<file path="src/rtl/cory_arb_pkg.sv">
// Shared definitions for the cory round-robin packet scheduler.
package cory_arb_pkg;

  localparam int SEL_W  = 3;
  localparam int NLANE  = 8;
  localparam int BEAT_W = 16;

  typedef enum logic {
    ST_IDLE  = 1'b0,
    ST_GRANT = 1'b1
  } state_t;

  // Next lane in rotation order; 3-bit wrap gives 7 -> 0.
  function automatic logic [SEL_W-1:0] lane_inc(input logic [SEL_W-1:0] lane);
    return lane + 1'b1;
  endfunction

endpackage

</file>
<file path="src/rtl/cory_rr_pick8.sv">
// Combinational round-robin picker: first set bit of req scanning ptr, ptr+1, ... ptr+7.
module cory_rr_pick8
  import cory_arb_pkg::*;
(
  input  logic [NLANE-1:0] req,
  input  logic [SEL_W-1:0] ptr,
  output logic             found,
  output logic [SEL_W-1:0] win
);

  logic [SEL_W-1:0] idx;

  // Scan from the farthest offset down so the nearest requester overwrites last.
  always_comb begin
    found = 1'b0;
    win   = ptr;
    idx   = ptr;
    for (int k = NLANE - 1; k >= 0; k--) begin
      idx = ptr + SEL_W'(k);
      if (req[idx]) begin
        found = 1'b1;
        win   = idx;
      end
    end
  end

endmodule

</file>
<file path="src/rtl/cory_arb8.sv">
// Round-robin packet scheduler driving the select token of an 8-input valid/ready mux.
//   state    | meaning
//   ST_IDLE  | no grant, token invalid, waiting for any lane valid
//   ST_GRANT | lane cur holds the token until last, beat limit or zero-beat timeout
module cory_arb8
  import cory_arb_pkg::*;
#(
  parameter int B = 0,
  parameter int T = 4
) (
  input  logic             clk,
  input  logic             reset_n,
  input  logic [NLANE-1:0] i_req_v,
  input  logic [NLANE-1:0] i_req_l,
  output logic             o_s_v,
  output logic [SEL_W-1:0] o_s_d,
  input  logic             i_s_r,
  output logic [NLANE-1:0] o_gnt,
  output logic             o_busy
);

  localparam logic [BEAT_W-1:0] B_LAST = BEAT_W'(B - 1);
  localparam logic [BEAT_W-1:0] T_LAST = BEAT_W'(T - 1);
  localparam bit B_ON = (B != 0);
  localparam bit T_ON = (T != 0);

  state_t            state, state_n;
  logic [SEL_W-1:0]  cur, cur_n;
  logic [SEL_W-1:0]  ptr, ptr_n;
  logic [BEAT_W-1:0] beats, beats_n;
  logic [BEAT_W-1:0] idle_cnt, idle_n;

  logic             granted;
  logic             cur_v;
  logic             cur_l;
  logic             fire;
  logic             rel;
  logic             tmo;
  logic [SEL_W-1:0] pick_ptr;
  logic             found;
  logic [SEL_W-1:0] win;

  assign granted  = (state == ST_GRANT);
  assign cur_v    = i_req_v[cur];
  assign cur_l    = i_req_l[cur];
  assign fire     = granted && i_s_r && cur_v;
  assign rel      = fire && (cur_l || (B_ON && (beats == B_LAST)));
  assign tmo      = granted && T_ON && (beats == '0) && !cur_v && (idle_cnt == T_LAST);

  // One picker serves both the idle path and same-cycle re-arbitration after release.
  assign pick_ptr = granted ? lane_inc(cur) : ptr;

  cory_rr_pick8 u_pick (
    .req   (i_req_v),
    .ptr   (pick_ptr),
    .found (found),
    .win   (win)
  );

  always_ff @(posedge clk or negedge reset_n) begin
    if (!reset_n) begin
      state    <= ST_IDLE;
      cur      <= '0;
      ptr      <= '0;
      beats    <= '0;
      idle_cnt <= '0;
    end else begin
      state    <= state_n;
      cur      <= cur_n;
      ptr      <= ptr_n;
      beats    <= beats_n;
      idle_cnt <= idle_n;
    end
  end

  always_comb begin
    state_n = state;
    cur_n   = cur;
    ptr_n   = ptr;
    beats_n = beats;
    idle_n  = idle_cnt;
    case (state)
      ST_IDLE: begin
        if (found) begin
          state_n = ST_GRANT;
          cur_n   = win;
          beats_n = '0;
          idle_n  = '0;
        end
      end
      ST_GRANT: begin
        if (rel || tmo) begin
          ptr_n   = lane_inc(cur);
          beats_n = '0;
          idle_n  = '0;
          if (found) begin
            cur_n = win;
          end else begin
            state_n = ST_IDLE;
          end
        end else begin
          if (fire && (beats != '1)) begin
            beats_n = beats + 1'b1;
          end
          // Idle counting only matters before the first beat; afterwards the grant is locked.
          if (cur_v) begin
            idle_n = '0;
          end else if ((beats == '0) && (idle_cnt != '1)) begin
            idle_n = idle_cnt + 1'b1;
          end
        end
      end
      default: begin
        state_n = ST_IDLE;
      end
    endcase
  end

  assign o_busy = granted;
  assign o_s_v  = granted;
  assign o_s_d  = granted ? cur : '0;
  assign o_gnt  = granted ? (NLANE'(1) << cur) : '0;

endmodule

</file>
<file path="config.mk">
export PLATFORM = sky130hd
export DESIGN_NAME = cory_arb8
export DESIGN_NICKNAME = d
export VERILOG_FILES = /design/src/rtl/cory_arb_pkg.sv /design/src/rtl/cory_rr_pick8.sv /design/src/rtl/cory_arb8.sv
export SDC_FILE = /design/constraint.sdc
export NUM_CORES = 1
export LEC_CHECK = 0
export ABC_AREA = 1
export CAP_MARGIN = 20
export CORE_ASPECT_RATIO = 1.1
export CORE_MARGIN = 5
export CORE_UTILIZATION = 36
export CTS_BUF_LIST = sky130_fd_sc_hd__clkbuf_4 sky130_fd_sc_hd__clkbuf_8 sky130_fd_sc_hd__clkbuf_16
export DETAILED_ROUTE_END_ITERATION = 10
export GPL_TIMING_DRIVEN = 0
export PLACE_DENSITY = 0.56
export SYNTH_ARGS = -nofsm -noshare
export SYNTH_HDL_FRONTEND = slang
export SYNTH_HIERARCHICAL = 1
export SYNTH_SLANG_ARGS = --single-unit
</file>
<file path="constraint.sdc">
create_clock -name clk -period 3.82 [get_ports clk]
set_input_delay 0.382 -clock clk [delete_from_list [all_inputs] [get_ports clk]]
set_output_delay 0.382 -clock clk [all_outputs]
set_load 0.1 [all_outputs]
</file>
* After elaboration in Yosys (flattened, before gate mapping)
Index checks and enable logic that the tools add are counted.
** Storage, ports and cells
- Register bits after elaboration :: 39
- Bits in latches :: 0
- RAM bits :: 0
- ROM bits :: 0
- Input port bits :: 19
- Memories kept :: 0
** Cells by class
- Add/sub/neg operators :: 10
- Multipliers :: 0
- Divide/modulo/power cells :: 0
- Magnitude comparators :: 9
- Equality and inequality tests :: 7
- Shifts and indexed selects :: 1
- Multiplexer cells :: 53
- Bitwise gates (word level) :: 1
- Reductions and logical operators :: 14
** Operators by type and width (number)
- two-way mux 16 bit :: 6
- one-hot mux 16 bit (2 select lines) :: 2
- < comparator 3 x 4 -> 1 bit, second input constant :: 9
- two-way mux 3 bit :: 12
- adder 16 x 1 -> 16 bit, second input constant :: 2
- inequality test 16 bit, second input constant :: 2
- binary-select mux 1 bit (select 3 bit) :: 10
- two-way mux 1 bit :: 20
- equality test 16 x 2 -> 1 bit, second input constant :: 1
- zero test 16 bit :: 1
- adder 3 bit, second input constant :: 4
- logical AND 1 bit :: 8
- two-way mux 8 bit :: 1
- << shifter 1 x 3 -> 8 bit, first input constant :: 1
- adder 3 x 1 -> 3 bit, second input constant :: 2
- adder 3 x 2 -> 3 bit, second input constant :: 2
- one-hot mux 3 bit (2 select lines) :: 1
- AND reduction 2 bit :: 3
- inequality test 4 x 1 -> 1 bit, second input constant :: 1
- inequality test 3 x 1 -> 1 bit, second input constant :: 1
- inequality test 2 x 1 -> 1 bit, second input constant :: 1
- inequality test 2 bit, second input constant :: 1
- one-hot mux 1 bit (2 select lines) :: 1
- zero test 1 bit :: 1
- other kinds (2) :: 2

* Logic depth before layout (Yosys ltp)
Gate-level depths: netlist of run 1.
- Depth in word-level cells :: 16
- Depth in mapped cells :: 22

* Modules after synthesis
Netlist of run 1, hierarchy kept.
** Modules (own cells, without submodules)
- cory_arb8 :: times used 1, cells an instance 450, area an instance 3079.2 um^2, sequential area each 975.9 um^2
- cory_rr_pick8 :: times used 1, cells an instance 126, area an instance 686.9 um^2, sequential area each 0.0 um^2

* Least setup slack after synthesis of run 1
No wires, ideal clock.
- Kind :: reg2reg
- From :: reg state, in the netlist o_busy
- To :: reg beats[11]
- Data arrival time :: 4.124 ns
- Slack :: -0.421 ns
- Cell stages (with the launch flop) :: 21
- Period minus slack after synthesis :: 4.241 ns
- Cell sequence :: dfrtp_1 -> buf_2 -> nand2_1 -> inv_1 -> a21oi_1 -> buf_6 -> inv_8 -> ha_1 -> inv_2 -> nand3_1 -> nand3_2 -> nand2_2 -> inv_2 -> nand3_2 -> nor3_1 -> nand4_1 -> inv_1 -> nand2_1 -> buf_2 -> nand4_1 -> nand2_1
** On the way
- Longest elaborated chain between the ends :: 14
- Elaborated cells between the ends (all ways) :: 46
- Those cells by class :: 7 x add/sub; 2 x eq/ne; 27 x mux; 1 x bitwise; 9 x reduce/logical
** RTL lines
- start, declared :: line cory_arb8.sv:27 : state_t state, state_n;
- start signal, assigned :: line cory_arb8.sv:68 : state <= state_n;
- two-way mux 3 bit * :: line cory_arb8.sv:51 : assign pick_ptr = granted ? lane_inc(cur) : ptr;
- via pick_ptr[0] :: line cory_arb8.sv:39 : logic [SEL_W-1:0] pick_ptr;
- adder 3 bit :: line cory_rr_pick8.sv:19 : idx = ptr + SEL_W'(k);
- binary-select mux 1 bit (select 3 bit) :: line cory_rr_pick8.sv:20 : if (req[idx]) begin
- two-way mux 1 bit (implied by the code) :: line cory_rr_pick8.sv:20
- two-way mux 1 bit (7 in a row) :: line cory_rr_pick8.sv:20
- two-way mux 1 bit * :: line cory_rr_pick8.sv:20
- via found :: line cory_arb8.sv:40 : logic found;
- inequality test 2 bit (no source line) *
- AND reduction 2 bit (no source line) *
- end signal, assigned :: line cory_arb8.sv:71 : beats <= beats_n;
- end, declared :: line cory_arb8.sv:30 : logic [BEAT_W-1:0] beats, beats_n;
Mark *: on every way through the listed nets, which the timed path passes. The rest lies on a longest branch. The select of a mux whose other input is x is not followed.
A chain may end at the register's enable or synchronous reset.

* Worst setup path in the final report of run 1
- From :: reg state, in the netlist o_busy
- To :: reg beats[7]
The elaborated chain is that of the path after synthesis.

==> results.txt, run 1 <==
----------------------------------------------------
[STA]
  Maximum clock rate ... about 290 MHz
  Worst relative slew slack ... 34.50%
  Final setup viols ... 0
  Setup repair after global routing missed its margin ... no
  Largest clock skew in the final design ... a little under 0.006 ns
  Portion of the clock cycle consumed by the worst path in the final layout ... 91.43%
  Final Hold Violating Endpoints ... 0
  Post-layout minimum cycle time ... approximately 3.5 ns
  Pins over their slew limit ... 0
  Final hold slack ... about 0.039 ns
  Worst slew pin tran ... around 0.98 ns
  Setup tns final ... 0 ns

[Setup path]
  Endpoint arrival time on the critical path ... between 3 and 4 ns
  Slowest CP cell ... dfrtp_4
  Count of buffering cells on the critical path with inverters included ... 9
  Type of origin of the critical path ... flip-flop
  Cells along the critical path ... inv_1, buf_4, clkbuf_4, a21oi_2, buf_6, inv_8, ha_2, inv_4, nand3_1, nand3_2, nand2_2, inv_2, nand3_2, nor3_1, nand4_1, inv_1, nand2_2, buf_2, nand4_1, nand2_1
  CP top delay family ... buffers and inverters
  Top fanout value on the critical path ... 10
  Worst reg2reg endpoint ... beats[7]$_DFFE_PN0P_
  Delay of the slowest critical-path stage ... about 0.50 ns
  R2R cell count ... 20
  Capturing element type of the critical path ... flip-flop
  Register-to-register path setup slack ... 0.33 ns
  Worst endpoint required time ... about 4 ns
  Critical path class ... reg -> reg
  Source of the worst register-to-register timing path ... o_busy$_DFF_PN0_

[Placement]
  Port buffer count ... 31
  Routability congestion estimate ... 0.8790
  Placed Instance Area ... ~4300 sq um
  Cell count after placement ... 751
  DPL Wire Length ... approximately 7.8 mm

[Floorplanning]
  Starting Density ... between 30% and 40%
  Total core area ... approximately 10,000 sq um
  Ports ... 32
  # rows ... 39
  Total Die Area ... 12,610 sq um
  Horiz. Die Dim ... between 100 and 150 um
  Die span in y ... about 120 um

[Route]
  Wirelength, routed ... just under 10 mm
  Total iterations of the first detailed-routing run ... 5
  Wire per inst ... roughly 13 um
  Vias ... roughly 3,700
  Final routed DRC violation total ... 0
  Number of routed nets with antenna violations ... 0
  Vias/cell ... 4.862
  Iteration-0 DRC count of the detailed router ... roughly 250

[Finish]
  Number of antenna repair diodes ... 0
  Final cell count without fillers ... 760
  Share of post-route cells with drive strength above 1 ... 13.94%
  Final #Nets ... about 650
  Area taken by multi-input logic gates ... 2392 sq um
  FF+latch area ... ~1000 sq um
  Summed area of non-filler cells in the final layout ... 4484 sq um
  Fill cells ... ~1,100
  Synth-to-layout area growth ... 19.07%

[Global routing]
  Initial antenna violation count ... 0
  Wire length of the first global-routing pass ... about 17 mm
  GRT Resource Usage Total ... 16.62%
  Number of global-route vias before repair ... between 3,000 and 4,000
  Remaining Overflow, GRT ... 0
  Pin count of the biggest net entering global routing ... 24

[Pwr]
  Cell area power density ... ~860 nW/um^2
  Worst-case vdd ir drop ... between 0.0003 and 0.0004 V
  Static leakage ... between 2 and 2.5 nW

[Clock network]
  Clock Path Buffers ... 2
  H-tree depth ... 2
  Clock edge transition at the registers on the reported setup and hold paths ... ~0.06 ns
  Clock tree from TritonCTS ... done
  TritonCTS buffer count ... 5
  Clk Latency, worst-skew pair ... ~0.28 ns
  Buffer type at the clock tree root ... clkbuf_16
  Clock Sink Count ... 39

[Synthesis]
  #FFs+latches synth ... 39
  Synth warn ... 6
  Part of the Yosys area used for sequential elements ... about a quarter
  Synthesized instance count ... about 580
  Syn_nets ... 606
  Synth Area per Inst ... approximately 6.5 sq um
  Number of different library cells in the post-synthesis netlist ... 36
  Summed instance area of the synthesized netlist ... ~3800 sq um

[Worst hold path]
  Hold crit path type ... in -> async

[Run status]
  Status ... complete, no violations

[Run]
  Count of maximum capacitance violations ... 0

----------------------------------------------------
==> cell usage after synthesis (all sizes together) <==
cell type    n  area [sq um]
nand2      205         822.0
xnor2        4         42.55
o21ai        6         33.78
nor3        17         90.09
ha          11         137.6
a21oi        7         35.03
nor2        54         236.5
and2         1         6.260
clkbuf       1         3.750
nor4         1         6.260
nand3       91         538.0
buf         18         141.4
inv         68         265.3
a31oi        2         12.51
o21bai       3         26.27
xor2        22         200.2
nand4       26         192.7
dfrtp       39         975.9
==> sequential cells by signal (all words and copies together), names as in the netlist <==
register / count
idle_cnt: 16
ptr: 3
beats: 16
cur: 3
o_busy: 1
==> placed cells by master (no fill, tap or decap), drive strengths merged <==
cell,Yosys,routed
o21ai,6,6
nand2,205,205
and2,1,1
nand3,91,91
dfrtp,39,39
nor3,17,17
nor4,1,1
clkinvlp,0,1
ha,11,11
a31oi,2,2
buf,18,21
nor2,54,54
clkbuf,1,6
xnor2,4,4
inv,68,67
clkdlybuf4s50,0,30
bufinv,0,1
clkinv,0,2
xor2,22,22
a21oi,7,7
nand4,26,26
o21bai,3,3
==> logic make-up (layout without fill, tap and decap cells) <==
| kind of cell | Yosys count | count (layout) | synth area share [%] |
|---|---|---|---|
| and+or+nand+nor | 395 | 395 | 50.23 |
| xor gates and xnor gates | 26 | 26 | 6.446 |
| DFF | 39 | 39 | 25.91 |
| buffers and inverters | 87 | 128 | 10.90 |
| adders and majority gates | 11 | 11 | 3.654 |
| AOI/OAI and AO/OA | 18 | 18 | 2.857 |
==> per-stage QoR <==
stage | worst slack, ns | util [%] | total power [mW]
floorplan | 0.02346 | - | 2.775
global placement | -0.1151 | 41.46 | 3.312
detailed placement | -0.1521 | 41.68 | 3.365
finish | 0.3273 | 43.55 | 3.853
CTS | 0.007314 | 43.35 | 3.861
global route | 0.01068 | 43.55 | 4.230
==> power breakdown <==
group / switching [mW] / internal, mW
clock: 0.170 / 0.308
sequential: 0.0710 / 0.473
combinational: 1.91 / 0.920
total: 2.15 / 1.70
==> repair_timing <==
action                                  4_1_cts  5_1_grt
cloned                                        0        0
endpoints found under the setup margin       30       32
resized for setup                             2        8
buffers inserted                              0        1
hold buffers                                  0        0
pin swaps                                     0        1
==> layer usage <==
| metal | global-route usage, % | vias to the layer above | wire (um) |
|---|---|---|---|
| li1 | - | 1925 | - |
| met1 | 22.46 | 1683 | 4756 |
| met2 | 28.44 | 81 | 4635 |
| met3 | 2.798 | 6 | 468 |
| met4 | 2.862 | 0 | 69 |
| met5 | 0 | - | 0 |
==> layout make-up <==
type	instances	share of cell area, %
timing repair buffer	33	7.589
sequential	39	21.88
multi-input combinational	450	53.35
inverter	68	6.055
clock buffer	5	2.790
tap	143	3.990
buffer	19	3.376
clock inverter	3	0.9766
==> worst max-delay path by stage <==
stage / from / endpoint / slack (ns) / cells past startpoint
global route: o_busy$_DFF_PN0_ / beats[7]$_DFFE_PN0P_ / 0.01 / 20
global placement: o_busy$_DFF_PN0_ / beats[7]$_DFFE_PN0P_ / -0.12 / 20
finish: o_busy$_DFF_PN0_ / beats[7]$_DFFE_PN0P_ / 0.33 / 20
CTS: o_busy$_DFF_PN0_ / beats[10]$_DFFE_PN0P_ / 0.007 / 20
floorplan: o_busy$_DFF_PN0_ / beats[11]$_DFFE_PN0P_ / 0.02 / 20
detailed placement: o_busy$_DFF_PN0_ / beats[10]$_DFFE_PN0P_ / -0.15 / 20
No activity file was read; power rests on OpenSTA's default activity.
==> run 2: changes to the inputs <==
Settings changed: CELL_PAD_IN_SITES_DETAIL_PLACEMENT set to 1, CELL_PAD_IN_SITES_GLOBAL_PLACEMENT set to 1, PLACE_DENSITY 0.56 to 0.73.
==> results.txt, run 2 (synthesis results as in run 1) <==
----------------------------------------------------
[Pwr]
  Static leakage ... 2.301 nW (was 2.303 nW)
  Design Power ... 3.945 mW (was 3.853 mW)
  Cell area power density ... 879.4 nW/um^2 (was 859.1 nW/um^2)
  Worst-case vdd ir drop ... 0.0003695 V (was 0.0003994 V)

[Route]
  Number of routed nets with antenna violations ... 0 (unchanged)
  Vias/cell ... 5.012 (was 4.862)
  Final routed DRC violation total ... 0 (unchanged)
  Iteration-0 DRC count of the detailed router ... 118 (was 248)
  Vias ... 3,814 (was 3,695)
  Total iterations of the first detailed-routing run ... 4 (was 5)
  Wirelength, routed ... 11.45 mm (was 9.929 mm)
  Wire per inst ... 15.04 um (was 13.06 um)

[STA]
  Maximum clock rate ... 286.4 MHz (was 286.3 MHz)
  Post-layout minimum cycle time ... 3.492 ns (was 3.493 ns)
  Setup repair after global routing missed its margin ... no (unchanged)
  Portion of the clock cycle consumed by the worst path in the final layout ... 91.40% (was 91.43%)
  Pins over their slew limit ... 0 (unchanged)
  Largest clock skew in the final design ... 0.004769 ns (was 0.005944 ns)
  Final Hold Violating Endpoints ... 0 (unchanged)
  Worst slew pin tran ... 0.9972 ns (was 0.9795 ns)
  Worst relative slew slack ... 33.31% (was 34.50%)
  Final setup viols ... 0 (unchanged)

[Finish]
  Area taken by multi-input logic gates ... 2394 sq um (was 2392 sq um)
  FF+latch area ... 982.2 sq um (was 980.9 sq um)
  Most frequent standard cell in the layout excluding fill and tap cells ... nand2_1 (unchanged)
  Number of antenna repair diodes ... 0 (unchanged)
  Synth-to-layout area growth ... 19.10% (was 19.07%)
  Fill cells ... 1,356 (was 1,113)
  Final #Nets ... 647 (was 646)
  Share of post-route cells with drive strength above 1 ... 14.24% (was 13.94%)
  Biggest registers after layout ... beats x16, idle_cnt x16 (unchanged)
  Utilization of the core after routing ... 43.57% (was 43.55%)
  Top library cells by usage in the layout, fill and taps aside ... nand2_1 (191), nand3_1 (79), inv_1 (54), nor2_1 (50), dfrtp_1 (36) (was nand2_1 (191), nand3_1 (79), inv_1 (54), nor2_1 (50), dfrtp_1 (37))
  Summed area of non-filler cells in the final layout ... 4486 sq um (was 4484 sq um)

[Clock network]
  Hold bufs inserted after CTS ... 0 (unchanged)
  Clk Latency, worst-skew pair ... 0.28 ns (about the same)
  Clock tree from TritonCTS ... done (unchanged)
  Clock edge transition at the registers on the reported setup and hold paths ... 0.06 ns (about the same)
  H-tree depth ... 2 (unchanged)
  Clock Path Buffers ... 2 (unchanged)
  Clock Sink Count ... 39 (unchanged)
  TritonCTS buffer count ... 5 (unchanged)
  Buffer type at the clock tree root ... clkbuf_16 (unchanged)

[Setup path]
  Capturing element type of the critical path ... flip-flop (unchanged)
  Endpoint arrival time on the critical path ... 3.66 ns (about the same)
  Critical path class ... reg -> reg (unchanged)
  Type of origin of the critical path ... flip-flop (unchanged)
  Register-to-register path setup slack ... 0.33 ns (about the same)
  Top fanout value on the critical path ... 10 (unchanged)
  Worst endpoint required time ... 3.99 ns (about the same)

[Floorplanning]
  Starting Density ... 36.58% (unchanged)
  Total core area ... 10,300 sq um (unchanged)
  Ports ... 32 (unchanged)
  # rows ... 39 (unchanged)
  Total Die Area ... 12,610 sq um (unchanged)
  Horiz. Die Dim ... 107.5 um (unchanged)
  Die span in y ... 117.3 um (unchanged)

[Global routing]
  Initial antenna violation count ... 0 (unchanged)
  Wire length of the first global-routing pass ... 19.35 mm (was 17.18 mm)
  GRT Resource Usage Total ... 18.90% (was 16.62%)
  Remaining Overflow, GRT ... 0 (unchanged)
  Pin count of the biggest net entering global routing ... 25 (was 24)
  Number of global-route vias before repair ... 3,975 (was 3,560)

[Worst hold path]
  Hold crit path type ... in -> async (unchanged)

[Placement]
  DPL Wire Length ... 8.917 mm (was 7.766 mm)
  Routability congestion estimate ... 0.8906 (was 0.8790)
  Placed Instance Area ... 4284 sq um (was 4292 sq um)
  Port buffer count ... 31 (unchanged)

[Run]
  Count of maximum capacitance violations ... 0 (unchanged)

[Run status]
  Status ... complete, no violations (unchanged)

----------------------------------------------------
-- run 2: where the power goes --
| group | leakage (nW) | switching, mW | internal (mW) | total, mW |
|---|---|---|---|---|
| logic | 1.70 | 2.02 | 0.927 | 2.95 |
| registers | 0.523 | 0.0680 | 0.474 | 0.542 |
| clock network | 0.0761 | 0.176 | 0.278 | 0.454 |
| total | 2.30 | 2.27 | 1.68 | 3.94 |
-- run 2: path summary, 6_finish.rpt --
path	from	to	cells past startpoint
max	o_busy$_DFF_PN0_	beats[13]$_DFFE_PN0P_	20
min	reset_n	beats[5]$_DFFE_PN0P_	1
max reg2reg	o_busy$_DFF_PN0_	beats[13]$_DFFE_PN0P_	20
min reg2reg	beats[3]$_DFFE_PN0P_	beats[3]$_DFFE_PN0P_	2
max in group asynchronous	reset_n	idle_cnt[14]$_DFFE_PN0P_	2
min in group clk	beats[3]$_DFFE_PN0P_	beats[3]$_DFFE_PN0P_	2
-- run 2: layout make-up --
type / count / share of cell area [%]
clock inverters: 1 / 0.1674
flip-flops and latches: 39 / 21.90
clock buffers: 7 / 3.403
multi-input cells: 450 / 53.36
repair buffers: 34 / 7.587
plain buffers: 19 / 3.487
well taps: 143 / 3.989
inverters: 68 / 6.109
-- run 2: critical path, cell delays in order (launching register included) --
cell and delay (ns):
dfrtp_4 0.51, inv_1 0.10, buf_4 0.23, buf_4 0.22
a21oi_2 0.09, buf_6 0.16, inv_8 0.09, ha_2 0.33
inv_4 0.12, nand3_1 0.17, nand3_2 0.13, nand2_2 0.08
inv_2 0.07, nand3_2 0.09, nor3_2 0.14, nand4_1 0.14
inv_1 0.11, nand2_2 0.15, clkbuf_4 0.25, nand4_1 0.11
nand2_1 0.06
-- run 2: routing by layer --
| layer | wire length [um] | vias up | GRT usage (%) |
|---|---|---|---|
| met5 | 0 | - | 0 |
| met4 | 80 | 0 | 3.704 |
| met3 | 355 | 6 | 2.359 |
| met2 | 5472 | 41 | 32.59 |
| met1 | 5541 | 1836 | 25.64 |
| li1 | - | 1931 | - |
-- run 2: stage by stage --
stage                     hold WS (ns)  TNS [ns]  setup slack [ns]  cells
after floorplan                0.08641         0           0.02346    576
after global placement          0.4932    -7.205           -0.2576    750
after detailed placement        0.3387    -10.57           -0.3652    751
after CTS                      0.03752         0           0.07733    760
after global routing           0.05793         0           0.05156    761
final                          0.02950         0            0.3284    761
-- run 2: repair_timing --
action                                  CTS  global route
endpoints found under the setup margin   32            30
pin swaps                                 1             0
buffers inserted                          1             1
gates resized for setup                   4             8
